[config.mk]
export PLATFORM = sky130hd
export DESIGN_NAME = sym_fir_tdm
export DESIGN_NICKNAME = d
export VERILOG_FILES = /design/src/rtl/sym_fir_tdm.sv
export SDC_FILE = /design/constraint.sdc
export NUM_CORES = 1
export LEC_CHECK = 0
export CAP_MARGIN = 20
export CORE_MARGIN = 2
export CORE_UTILIZATION = 40
export CTS_CLUSTER_DIAMETER = 50
export DETAILED_ROUTE_END_ITERATION = 10
export MAX_ROUTING_LAYER = met4
export PLACE_DENSITY_LB_ADDON = 0.2
export SLEW_MARGIN = 25
export SYNTH_ARGS = -nofsm -noshare
export SYNTH_HDL_FRONTEND = slang
export SYNTH_SLANG_ARGS = --single-unit
[constraint.sdc]
create_clock -name clk -period 14.5 [get_ports clk]
set_input_delay 1.45 -clock clk [delete_from_list [all_inputs] [get_ports clk]]
set_output_delay 1.45 -clock clk [all_outputs]
set_load 0.1 [all_outputs]
[src/rtl/sym_fir_tdm.sv]
// sym_fir_tdm: NCH-channel time-multiplexed symmetric FIR (one pre-adder, one multiplier, loadable taps); define SYM_FIR_SAT_EN to saturate m_data.
// Result valid HTAP+1 cycles after the input handshake; s_ready stays low until m_ready takes the result.
module sym_fir_tdm #(
  parameter int TAP    = 8,
  parameter int NCH    = 2,
  parameter int XIN_W  = 16,
  parameter int COE_W  = 16,
  parameter int ACC_W  = 48,
  parameter int YOUT_W = 26,
  parameter int SHIFT  = 0,
  localparam int HTAP  = TAP / 2,
  localparam int CH_W  = (NCH > 1) ? $clog2(NCH) : 1,
  localparam int KA_W  = (HTAP > 1) ? $clog2(HTAP) : 1
) (
  input  logic              clk,
  input  logic              rst_n,
  input  logic              s_valid,
  output logic              s_ready,
  input  logic [XIN_W-1:0]  s_data,
  input  logic [CH_W-1:0]   s_chan,
  output logic              m_valid,
  input  logic              m_ready,
  output logic [YOUT_W-1:0] m_data,
  output logic [CH_W-1:0]   m_chan,
  input  logic              coe_we,
  input  logic [KA_W-1:0]   coe_addr,
  input  logic [COE_W-1:0]  coe_data,
  output logic              busy,
  output logic              err
);

  localparam int TA_W = $clog2(TAP);
  localparam int P_W  = XIN_W + 1 + COE_W;
  localparam logic [KA_W-1:0] K_LAST = KA_W'(HTAP - 1);
  localparam logic [CH_W:0]   NCH_V  = (CH_W + 1)'(NCH);
  localparam logic signed [ACC_W-1:0] YMAX = {{(ACC_W-YOUT_W+1){1'b0}}, {(YOUT_W-1){1'b1}}};
  localparam logic signed [ACC_W-1:0] YMIN = {{(ACC_W-YOUT_W+1){1'b1}}, {(YOUT_W-1){1'b0}}};

  typedef enum logic [1:0] {IDLE, MAC, OUT} state_t;

  state_t                   state;
  logic signed [XIN_W-1:0]  xd [NCH][TAP];
  logic signed [COE_W-1:0]  h  [HTAP];
  logic signed [ACC_W-1:0]  acc;
  logic [CH_W-1:0]          ch;
  logic [KA_W-1:0]          k;

  logic [TA_W-1:0]          kr;
  logic signed [XIN_W-1:0]  xa, xb;
  logic signed [COE_W-1:0]  hk;
  logic signed [XIN_W:0]    pre;
  logic signed [P_W-1:0]    prod;
  logic signed [ACC_W-1:0]  acc_nxt;
  logic signed [ACC_W-1:0]  shifted;
  logic [YOUT_W-1:0]        y;
  logic                     chan_ok;

  assign chan_ok = ({1'b0, s_chan} < NCH_V);

  // Mirrored tap pair shares one coefficient, so one pre-add feeds one multiply per cycle.
  always_comb begin
    kr      = TA_W'(TAP - 1) - TA_W'(k);
    xa      = xd[ch][k];
    xb      = xd[ch][kr];
    hk      = h[k];
    pre     = {xa[XIN_W-1], xa} + {xb[XIN_W-1], xb};
    prod    = P_W'(pre) * P_W'(hk);
    acc_nxt = acc + {{(ACC_W-P_W){prod[P_W-1]}}, prod};
    shifted = acc >>> SHIFT;
  end

`ifdef SYM_FIR_SAT_EN
  always_comb begin
    if (shifted > YMAX)
      y = YMAX[YOUT_W-1:0];
    else if (shifted < YMIN)
      y = YMIN[YOUT_W-1:0];
    else
      y = shifted[YOUT_W-1:0];
  end
`else
  logic unused_hi;
  assign y         = shifted[YOUT_W-1:0];
  assign unused_hi = ^{shifted[ACC_W-1:YOUT_W], YMAX, YMIN};
`endif

  always_ff @(posedge clk) begin
    if (!rst_n) begin
      state   <= IDLE;
      s_ready <= 1'b0;
      m_valid <= 1'b0;
      m_data  <= '0;
      m_chan  <= '0;
      busy    <= 1'b0;
      err     <= 1'b0;
      acc     <= '0;
      ch      <= '0;
      k       <= '0;
      for (int c = 0; c < NCH; c++)
        for (int i = 0; i < TAP; i++)
          xd[c][i] <= '0;
      for (int i = 0; i < HTAP; i++)
        h[i] <= '0;
    end else begin
      err <= 1'b0;
      case (state)
        IDLE: begin
          s_ready <= 1'b1;
          if (coe_we)
            h[coe_addr] <= coe_data;
          if (s_valid && s_ready) begin
            if (chan_ok) begin
              for (int i = TAP - 1; i > 0; i--)
                xd[s_chan][i] <= xd[s_chan][i-1];
              xd[s_chan][0] <= s_data;
              ch      <= s_chan;
              acc     <= '0;
              k       <= '0;
              s_ready <= 1'b0;
              busy    <= 1'b1;
              state   <= MAC;
            end else begin
              err <= 1'b1;
            end
          end
        end
        MAC: begin
          acc <= acc_nxt;
          k   <= k + 1'b1;
          if (k == K_LAST)
            state <= OUT;
        end
        OUT: begin
          // First OUT cycle registers the result; it then holds until taken.
          if (!m_valid) begin
            m_valid <= 1'b1;
            m_data  <= y;
            m_chan  <= ch;
          end else if (m_ready) begin
            m_valid <= 1'b0;
            busy    <= 1'b0;
            s_ready <= 1'b1;
            state   <= IDLE;
          end
        end
        default: state <= IDLE;
      endcase
    end
  end

endmodule

==> results.yml, run 1 <==
run_status:
  status: "complete, no violations"
worst_setup_path:
  cpPeakStageDelay_ns: 0.70
  cp.required_ns: 14.98
  criticalPathCategory: "register to register"
  cp-end-kind: "register"
  critical_path_arrival_ns: 11.93
  crit_family: "adder cells"
  cp_slowest_cell: "dfxtp_4"
  startpoint_type: "register"
  crit_buf_inv: 6
  worstPathMaxFanout: 25
  cp_common_cell: "fa_1"
clock_tree:
  cts_tree: "done"
  post_cts_buffers: 0
  clk_pin_slew_ns: 0.05
  clock_latency_ns: 0.60
  ctsResizeCount: 0
  cts.sinks: 384
  numCtsBuffers: 51
  htreeDepth: 2
  cts_root_buf: "clkbuf_16"
  hold_buffers: 0
  max-clock-path-buffers: 3
floorplan:
  die_h_um: 265
  io_pins: 71
  rows: 95
  die_x_um: 265
  core_sq_mm: 0.0672
  die-area_sq_mm: 0.0700
  start_util_pct: 40.4
final_layout:
  syn2layout_area_growth_pct: 12.4
  nets: 2781
  drive_gt1_share_pct: 10.4
logic_synthesis:
  synth_top_area_cell: "edfxtp_1"
  ys.flop_type: "edfxtp_1"
  yosysMostFrequentCell: "edfxtp_1"
  synth_nets: 2746
  yosysSeqAreaShare_pct: 40.1
  syn_avg_cell_area_sq_um: 11.4
  yosys.area.top_type_share_pct: 35.4
  syn_area_sq_mm: 0.0272
  synth.area.top_cells: "edfxtp_1 35%, fa_1 16%, and2_1 6.3%"
  ys_top_cells_by_count: "320 x edfxtp_1, 311 x inv_1, 275 x and2_1"
  synthCells: 2374
  ys_warn_count: 0
  ys_ff_latch: 384
  synth-edff-count: 320
  synth_cell_types: 76
  async_reset_ff_share_pct: 0
routing:
  final_antenna_net_count: 0
  detailedRoute.firstPassIterationCount: 5
  drt_iter0_drc: 1128
  drt-total-wl_mm: 61.7
  drc: 0
  dr_total_vias: 17200
  post_drt_wl_per_cell_um: 18.6
  viasPerCell: 5.17
global_routing:
  use_met3_pct: 2.38
  grt_use_met1_pct: 24.5
  grt_max_degree: 101
  grt_pass1_wl_mm: 99.7
  grt_pass1_vias: 18100
  overflow: 0
  use_met2_pct: 29.7
  antenna_found_initial: 1
  busiest_layer: "met2"
  grt_util_all_layers_pct: 18.5
timing:
  setup_viol: 0
  tightest_slew_ns: 1.06
  period_share_pct: 78.9
  setup_tns_ns: 0
  relSlewSlack_pct: 29.4
  fin_crit_ns: 11.44
  fmax_mhz: 87.4
  clock_skew_ns: 0.0191
  drv_slew: 0
  hold_violations: 0
  rsz0062_at_grt: "no"
hold_path:
  holdCritPathClass: "register to register"
placement:
  portBuffers: 69
  dp_hpwl_mm: 43.7
  gp_congestion: 0.873
job:
  cap_viol_max_count: 0
area by class of cell:
class	count	area, sq um
multi-input cells	1571	14800
flip-flops and latches	384	10900
diodes	1	2.50
repair buffers	90	860
clock buffers	59	1350
clock inverters	32	369
fillers	6125	36600
inverters	311	1170
well taps	873	1090
worst reg2reg max path: cells and delay by family, from the launching register on:
kind / cells / cell delay, ns
compound gates: 16 / 2.99
xor+xnor: 3 / 1.01
simple gates: 4 / 0.67
mux: 2 / 0.88
fa+ha+maj: 9 / 4.14
buf+inv: 6 / 0.93
flops: 1 / 0.70
cells by family (layout without fill, tap and decap cells):
kind of cell	after synthesis	in the layout	share of synthesized area, %
and+or+nand+nor	706	706	13.3
buffers and inverters	419	492	5.88
DFF	384	384	40.1
AOI/OAI and AO/OA	335	335	8.70
adders and majority gates	332	332	21.2
muxes	120	120	8.08
xor gates and xnor gates	77	77	2.67
other	1	2	0.0138
cells in the final DEF (no fill, tap or decap), drive strengths merged, types with 22 or more instances in the layout:
| cell type | synthesis | final |
|---|---|---|
| mux2 | 38 | 38 |
| nand2 | 228 | 228 |
| clkbuf | 91 | 59 |
| a21o | 129 | 129 |
| mux4 | 75 | 75 |
| buf | 17 | 22 |
| inv | 311 | 317 |
| a21oi | 51 | 51 |
| ha | 118 | 118 |
| o21ai | 43 | 43 |
| a21boi | 30 | 30 |
| nor2b | 38 | 38 |
| edfxtp | 320 | 320 |
| nor2 | 96 | 96 |
| and2 | 275 | 275 |
| clkdlybuf4s50 | 0 | 68 |
| fa | 214 | 214 |
| dfxtp | 64 | 64 |
| xnor2 | 55 | 55 |
layer usage:
metal | wire, um | share of wire, %
met5 | 0 | 0
met3 | 2110 | 3.4
met2 | 29300 | 47
met4 | 1770 | 2.9
met1 | 28500 | 46
path summary, 6_finish.rpt:
check	startpoint	endpoint	slack, ns	depth (start not counted)
worst min register to register	m_data[20]	m_data[20]	0.46	2
worst min-delay path	m_data[20]	m_data[20]	0.46	2
worst max-delay path	register	acc[25]	3.06	40
worst max register to register	register	acc[25]	3.06	40
stage by stage:
| step | hold slack, ns | setup WS (ns) | area, sq um | util, % | instances |
|---|---|---|---|---|---|
| 2_1_floorplan | 0.440 | 2.88 | 27200 | - | 2374 |
| 3_3_place_gp | 0.450 | 2.95 | 28700 | 42.8 | 3227 |
| 3_5_place_dp | 0.456 | 2.82 | 28800 | 42.8 | 3228 |
| 4_1_cts | 0.463 | 2.80 | 30500 | 45.4 | 3319 |
| 5_1_grt | 0.478 | 2.26 | 30500 | 45.4 | 3321 |
| 6_report | 0.458 | 3.06 | 30500 | 45.4 | 3321 |
flip-flops by register name (all words and copies together) (netlist names), named ones only:
| name | cells |
|---|---|
| k | 2 |
| state | 2 |
| m_data | 26 |
| acc | 26 |
| xd | 256 |
| m_chan | 1 |
| ch | 1 |
| busy | 1 |
| s_ready | 1 |
| m_valid | 1 |
| h | 64 |
Power of run 1 is not shown: default switching activity piles up to over one toggle a cycle in this logic, so the estimate is an artifact.
==> inputs of run 2 (changes only) <==
clock period = 10.62 ns   (was 14.5 ns; I/O delays follow)
==> run 2 against run 1 <==
  * Register-to-register slack worse by 2.5 ns
  * First-iteration DRC count is 20% lower
  * Core utilization is 0.50 points higher
  * Highest routed layer unchanged
  * Design area is 1.1% higher
  * Largest cell class unchanged
  * Sequential share of layout area is 0.40 points lower
  * Sequential cell count stayed put
  * Clock skew is 0.052 ns higher
==> results.yml, run 2 (synthesis results as in run 1) <==
run_status:
  status: "complete, no violations"
timing:
  setup_tns_ns: 0
  period_share_pct: 95.0
  fin_crit_ns: 10.09
  relSlewSlack_pct: 32.8
  hold_violations: 0
  setup_viol: 0
  fmax_mhz: 99.1
  whs_ns: 0.459
  tightest_slew_ns: 1.01
  drv_slew: 0
  clock_skew_ns: 0.0710
worst_setup_path:
  cpPeakStageDelay_ns: 0.55
  cp.required_ns: 11.12
  cp_slowest_cell: "fa_1"
  cp-end-kind: "register"
  critical_path_arrival_ns: 10.59
  startpoint_type: "register"
  cp_common_cell: "fa_1"
  worstPathMaxFanout: 6
  criticalPathCategory: "register to register"
routing:
  drt-total-wl_mm: 61.9
  post_drt_wl_per_cell_um: 18.5
  viasPerCell: 5.15
  drt_iter0_drc: 905
  final_antenna_net_count: 0
  drc: 0
  detailedRoute.firstPassIterationCount: 7
  dr_total_vias: 17200
final_layout:
  layout_commonest_cell: "edfxtp_1"
  final_cell_mix: "320 x edfxtp_1, 311 x inv_1, 275 x and2_1"
  final_area_sq_mm: 0.0309
  reg_top3: "xd x256, h x64"
  syn2layout_area_growth_pct: 13.6
  largest_reg_flops: 256
  final_util_pct: 45.9
  drive_gt1_share_pct: 11.6
  antenna-diode-count: 0
  regMostFlops: "xd"
  nets: 2804
  fill_cells: 6138
floorplan:
  rows: 95
  start_util_pct: 40.4
  die_h_um: 265
  core_sq_mm: 0.0672
  die-area_sq_mm: 0.0700
  io_pins: 71
  die_x_um: 265
clock_tree:
  clock_latency_ns: 0.62
  cts.sinks: 384
  max-clock-path-buffers: 3
  hold_buffers: 0
  clk_pin_slew_ns: 0.06
  htreeDepth: 2
  cts_tree: "done"
  cts_root_buf: "clkbuf_16"
  numCtsBuffers: 50
placement:
  gp_congestion: 0.864
  placed_area_sq_mm: 0.0289
  dp_hpwl_mm: 43.9
  portBuffers: 69
global_routing:
  grt_pass1_vias: 18100
  grt_util_all_layers_pct: 18.5
  grt_max_degree: 121
  overflow: 0
  grt_pass1_wl_mm: 99.9
  antenna_found_initial: 1
hold_path:
  holdCritPathClass: "register to register"
job:
  cap_viol_max_count: 0
==> run 2: cell types whose count changed in the layout (fill, tap and decap cells not counted), moves of 3 or more <==
cell	previous run	this run
buf_4	19	37
clkbuf_1	5	9
clkinvlp_4	2	6
a211oi_1	4	1
a211oi_2	0	3
buf_12	1	4
clkinv_4	5	2
o21ai_1	6	9
o21ai_2	3	0
xor2_1	17	14
==> run 2: metrics by stage <==
step / worst slack (ns) / std cells
after floorplan: 0.355 / 2374
after global placement: 0.343 / 3246
after detailed placement: 0.276 / 3246
after CTS: 0.264 / 3339
after global routing: -0.0544 / 3346
final: 0.530 / 3346
==> run 2: area by class of cell <==
class,count,area (sq um),share of cell area [%]
multi-input cells,1571,14900,48.2
clock inverters,33,389,1.26
inverters,311,1170,3.78
clock buffers,60,1300,4.21
repair buffers,114,1120,3.63
well taps,873,1090,3.54
flip-flops and latches,384,10900,35.3
==> run 2: critical path: cells and delay by family (launching register included) <==
kind | cells | cell delay [ns]
AO/OA/AOI/OAI | 14 | 2.87
XOR/XNOR | 1 | 0.27
adder cells (fa/ha/maj) | 10 | 4.39
buffers and inverters | 5 | 0.36
flip-flops | 1 | 0.43
multiplexers | 2 | 0.78
AND/OR/NAND/NOR | 6 | 0.89
==> run 2: metal layers <==
layer,part of all wire [%],global-route usage [%],vias up
met2,48,30.0,296
met5,0,-,-
li1,-,-,8100
met4,3.1,6.10,0
met3,3.9,2.48,99
met1,45,24.2,8721
==> run 2: final timing paths <==
check | start | slack, ns | depth (start not counted) | to
setup / recovery | register | 0.53 | 38 | acc[24]
setup reg to reg | register | 0.53 | 38 | acc[24]
hold reg to reg | m_data[21] | 0.46 | 2 | m_data[21]
hold / removal | m_data[21] | 0.46 | 2 | m_data[21]
==> run 2: repair_timing <==
item / 4_1_cts / 5_1_grt
resized for setup: 0 / 24
endpoints found under the setup margin: 0 / 5
setup buffers: 0 / 6
Power of run 2 is left out for the same reason.
